==> config.mk <==
export PLATFORM = sky130hd
export DESIGN_NAME = mux6_rr_sequencer
export DESIGN_NICKNAME = d
export VERILOG_FILES = /design/src/rtl/mux6_rr_sequencer.sv
export SDC_FILE = /design/constraint.sdc
export NUM_CORES = 1
export LEC_CHECK = 0
export ABC_CLOCK_PERIOD_IN_PS = 6500
export CORE_ASPECT_RATIO = 1.4
export CORE_MARGIN = 2
export CORE_UTILIZATION = 55
export CTS_CLUSTER_DIAMETER = 30
export CTS_CLUSTER_SIZE = 20
export DETAILED_ROUTE_END_ITERATION = 10
export HOLD_SLACK_MARGIN = 0.02
export PLACE_DENSITY = 0.91
export SKIP_CTS_REPAIR_TIMING = 1
export SLEW_MARGIN = 20
export SYNTH_ARGS = -nofsm -noshare
export SYNTH_HDL_FRONTEND = slang
export SYNTH_SLANG_ARGS = --single-unit
==> constraint.sdc <==
create_clock -name clk -period 6.5 [get_ports clk]
set_input_delay 0.975 -clock clk [delete_from_list [all_inputs] [get_ports clk]]
set_output_delay 0.975 -clock clk [all_outputs]
set_load 0.01 [all_outputs]
==> src/rtl/mux6_rr_sequencer.sv <==
// mux6_rr_sequencer
// -----------------
// Round-robin select sequencer for a 6:1 data selector (mux_6x1).
// Six sources raise requests; the block picks a winner fairly, steers the
// mux select to it, captures the selected byte one cycle later, pulses a
// one-hot grant back to the winner and holds the byte under valid/ready
// until the downstream stage takes it.
//
// Ports:
//   clk        in   1      rising-edge clock
//   rst_n      in   1      asynchronous active-low reset
//   req        in   6      per-source request, bit k <-> mux input in_k
//   mux_out    in   WIDTH  data returned by mux_6x1.out
//   ctrl       out  3      registered mux select, only ever 0..5
//   gnt        out  6      one-hot, one-cycle acknowledge of the captured source
//   out_data   out  WIDTH  captured byte
//   out_valid  out  1      out_data is valid
//   out_ready  in   1      downstream accepts out_data when out_valid is high
module mux6_rr_sequencer #(
  parameter int WIDTH = 8
) (
  input  logic             clk,
  input  logic             rst_n,
  input  logic [5:0]       req,
  input  logic [WIDTH-1:0] mux_out,
  output logic [2:0]       ctrl,
  output logic [5:0]       gnt,
  output logic [WIDTH-1:0] out_data,
  output logic             out_valid,
  input  logic             out_ready
);

  typedef enum logic [1:0] {
    ST_IDLE   = 2'd0,
    ST_SELECT = 2'd1,
    ST_HOLD   = 2'd2
  } state_t;

  // Source 5 counts as the most recent winner after reset so source 0 goes first.
  localparam logic [2:0] LAST_RESET = 3'd5;

  // Round-robin pick: scan from last+1 upward, wrapping 5 -> 0. The wrap
  // test uses >= so that even a corrupted last value can never index past 5.
  function automatic logic [2:0] rr_pick(input logic [5:0] r, input logic [2:0] last);
    logic [2:0] idx;
    logic [2:0] pick;
    logic       found;
    idx   = last;
    pick  = 3'd0;
    found = 1'b0;
    for (int i = 0; i < 6; i++) begin
      idx = (idx >= 3'd5) ? 3'd0 : (idx + 3'd1);
      if (!found && r[idx]) begin
        pick  = idx;
        found = 1'b1;
      end else begin
        pick  = pick;
      end
    end
    return pick;
  endfunction

  // One-hot grant vector for a select value; out-of-range selects give no grant.
  function automatic logic [5:0] onehot6(input logic [2:0] sel);
    logic [5:0] v;
    case (sel)
      3'd0:    v = 6'b000001;
      3'd1:    v = 6'b000010;
      3'd2:    v = 6'b000100;
      3'd3:    v = 6'b001000;
      3'd4:    v = 6'b010000;
      3'd5:    v = 6'b100000;
      default: v = 6'b000000;
    endcase
    return v;
  endfunction

  state_t           state_q, state_d;
  logic [2:0]       ctrl_q, ctrl_d;
  logic [2:0]       last_q, last_d;
  logic [5:0]       gnt_q, gnt_d;
  logic [WIDTH-1:0] data_q, data_d;
  logic             valid_q, valid_d;
  logic [2:0]       pick_s;
  logic             any_req_s;

  assign pick_s    = rr_pick(req, last_q);
  assign any_req_s = (req != 6'b000000);

  // Next-state and next-output logic for the IDLE/SELECT/HOLD sequence.
  always_comb begin
    state_d = state_q;
    ctrl_d  = ctrl_q;
    last_d  = last_q;
    gnt_d   = 6'b000000;  // grant is a single-cycle pulse
    data_d  = data_q;
    valid_d = valid_q;
    case (state_q)
      ST_IDLE: begin
        valid_d = 1'b0;
        if (any_req_s) begin
          ctrl_d  = pick_s;
          last_d  = pick_s;
          state_d = ST_SELECT;
        end else begin
          state_d = ST_IDLE;
        end
      end
      ST_SELECT: begin
        // mux_out already reflects ctrl_q through the combinational mux.
        data_d  = mux_out;
        valid_d = 1'b1;
        gnt_d   = onehot6(ctrl_q);
        state_d = ST_HOLD;
      end
      ST_HOLD: begin
        if (valid_q && out_ready) begin
          valid_d = 1'b0;
          if (any_req_s) begin
            // Requests present at the handshake join this arbitration.
            ctrl_d  = pick_s;
            last_d  = pick_s;
            state_d = ST_SELECT;
          end else begin
            state_d = ST_IDLE;
          end
        end else begin
          state_d = ST_HOLD;
        end
      end
      default: begin
        valid_d = 1'b0;
        state_d = ST_IDLE;
      end
    endcase
  end

  // State and output registers with asynchronous clear.
  always_ff @(posedge clk or negedge rst_n) begin
    if (!rst_n) begin
      state_q <= ST_IDLE;
      ctrl_q  <= 3'd0;
      last_q  <= LAST_RESET;
      gnt_q   <= 6'b000000;
      data_q  <= '0;
      valid_q <= 1'b0;
    end else begin
      state_q <= state_d;
      ctrl_q  <= ctrl_d;
      last_q  <= last_d;
      gnt_q   <= gnt_d;
      data_q  <= data_d;
      valid_q <= valid_d;
    end
  end

  assign ctrl      = ctrl_q;
  assign gnt       = gnt_q;
  assign out_data  = data_q;
  assign out_valid = valid_q;

endmodule
==> impl_metrics.toml <==
[global_route]
first_global_vias = 2369
groute.usage.overall = 0.291
antenna_found_initial = 0
overflow = 0
grt_pass1_wl_um = 10600
grt_max_degree = 23

[clock_tree]
clockBufferDepth = 2
clock_sinks = 22
clk_latency_ps = 270
numCtsBuffers = 3
ctsRootBufferMaster = "clkbuf_8"
cts.reportedPaths.clkPinSlew_ps = 90
cts.htree.levels = 1
cts_tree = "done"

[logic_synthesis]
synthesis.area_mm2 = 0.00226
synth_warnings = 0
ys_seq_elements = 22
synth.net_count = 303
synth_cell_types = 76
syn_inst = 276
synth_area_per_cell_um2 = 8.17
synth_edf_count = 0
ys_async_sr_fraction = 1.00
ys.flop_type = "dfrtp_1"
ys_seq_area_frac = 0.245

[finish]
layout_commonest_cell = "nand2_1"
nets = 341
drive_above_1_share = 0.134
fillerInstances = 304
layout_common_cells = "nand2_1, clkdlybuf4s50_1, dfrtp_1"
syn2layout_area_growth_pct = 21.6
stdcell_count = 356
diodes = 0
design_area_mm2 = 0.00274

[timing]
relSlewSlack = 0.361
drv_slew = 0
grt_setup_unrepaired = "no"
worst_pin_slew_ps = 956
finalSetupTns_ps = 0
fmaxAchievable_mhz = 161
min_period_ps = 6200
fin_skew_ps = 18.0
setup_viol = 0
period_share = 0.954
finalHoldViolCount = 0

[floorplanning]
die_area_mm2 = 0.00464
die_w_um = 58.1
dieHeight_um = 79.8
coreArea_mm2 = 0.00395
start_util = 0.571
rows = 27
ios = 35

[setup_path]
r2r-start = "last_q[1]$_DFFE_PN0P_"
crit_fanout = 11
worstSetupEndpointType = "flip-flop"
r2r_slack_ps = 300
start_kind = "flip-flop"
r2r_cells = 24
cp.arrival_ps = 6410
cp.required_ps = 6700
critPathLaunch = "last_q[1]$_DFFE_PN0P_"
crit_type = "flip-flop to flip-flop"

[route]
firstDrtPassIters = 5
drc = 0
vias = 2419
postRouteAntennaNets = 0
via_per_inst = 6.79
drt-total-wl_um = 6710
drt_iter0_drc = 113
routedWlPerCell_um = 18.8

[hold_path]
hold_class = "flip-flop to flip-flop"
hold_path.startpoint = "out_data[6]$_DFFE_PN0P_"
holdPathStages = 2

[place]
dp_cells = 352
gp_congestion = 0.901
hpwl_um = 5040
dpl_cell_area_mm2 = 0.00266
io_buffer_count = 34

[run_status]
run_status = "completed"

[flow_run]
maxCapViolCount = 0
==> cell families (layout without fill, tap and decap cells) <==
| group | Yosys count | after routing | synth area share |
|---|---|---|---|
| flip-flops | 22 | 22 | 0.245 |
| buffers and inverters | 25 | 62 | 0.0555 |
| adder cells (fa/ha/maj) | 10 | 10 | 0.0555 |
| AND/OR/NAND/NOR | 123 | 123 | 0.291 |
| multiplexers | 8 | 8 | 0.0422 |
| XOR/XNOR | 2 | 2 | 0.00777 |
| AO/OA/AOI/OAI | 86 | 86 | 0.303 |
==> cell type report <==
cell class / count / area [um2] / share of cell area
tap: 43 / 53.8 / 0.0196
inverter: 14 / 55.1 / 0.0201
clock buffer: 3 / 41.3 / 0.0150
timing repair buffer: 44 / 415 / 0.151
multi-input combinational: 229 / 1590 / 0.581
clock inverter: 1 / 30.0 / 0.0109
sequential: 22 / 554 / 0.202
==> metal layers <==
metal | vias to the layer above | global-route usage | wire length [um]
met5 | - | 0 | 0
met4 | 0 | 0.147 | 308
met3 | 33 | 0.0292 | 310
met2 | 107 | 0.543 | 3580
met1 | 1153 | 0.314 | 2510
li1 | 1126 | - | -
==> final timing paths <==
check                                     endpoint
setup / recovery             last_q[2]$_DFFE_PN1P_
hold / removal             out_data[6]$_DFFE_PN0P_
setup reg to reg             last_q[2]$_DFFE_PN1P_
hold reg to reg            out_data[6]$_DFFE_PN0P_
max in group asynchronous    last_q[1]$_DFFE_PN0P_
min in group asynchronous     state_q[1]$_DFF_PN0_
==> flip-flops by register name (all words and copies together) (netlist names) <==
register,cells
out_valid,1
out_data,8
last_q,3
state_q,2
gnt,6
ctrl,2
==> synth_stat cells (3+ instances only) <==
cell	instances	area, um2
nor4_1	5	31.3
nand2b_1	10	62.6
nand4_1	3	18.8
o21ai_1	3	15.0
mux2i_1	5	50.1
o21ai_0	17	85.1
a21o_1	4	30.0
o22ai_1	4	25.0
a211oi_1	3	22.5
o21a_1	3	22.5
nor3_1	4	20.0
dfrtp_1	20	500
buf_6	3	33.8
o41a_1	3	33.8
or2_2	3	18.8
a2111oi_0	3	26.3
and2_1	3	18.8
nor3b_1	4	30.0
nand3_1	5	25.0
nand2_1	47	176
inv_1	11	41.3
nor4b_1	5	43.8
nor2_1	14	52.6
clkbuf_1	5	18.8
ha_1	10	125
a21oi_1	10	50.1
==> worst max-delay path, stage by stage (launching register included) <==
cell	delay, ps
dfrtp_2	470
inv_1	130
ha_1	270
o31a_1	340
or2_2	320
ha_1	210
and3b_1	230
or3_1	220
nand2b_1	150
ha_1	250
nor3b_2	200
nand2_1	140
and3_1	240
inv_4	130
ha_1	310
a311o_1	390
a21oi_2	240
and2_1	220
ha_1	260
inv_1	110
xnor2_1	210
o211a_1	270
or4_1	400
o221a_1	290
o21ai_1	130
==> metrics by stage <==
| step | utilization | setup slack, ps | hold WS (ps) |
|---|---|---|---|
| 2_1_floorplan | - | 798 | 514 |
| 3_3_place_gp | 0.672 | 334 | 456 |
| 3_5_place_dp | 0.672 | 206 | 461 |
| 4_1_cts | 0.690 | 144 | 483 |
| 5_1_grt | 0.694 | 36.6 | 495 |
| 6_report | 0.694 | 299 | 478 |
Power is not shown: default switching activity piles up to over one toggle a cycle in this logic, so the estimate is an artifact.
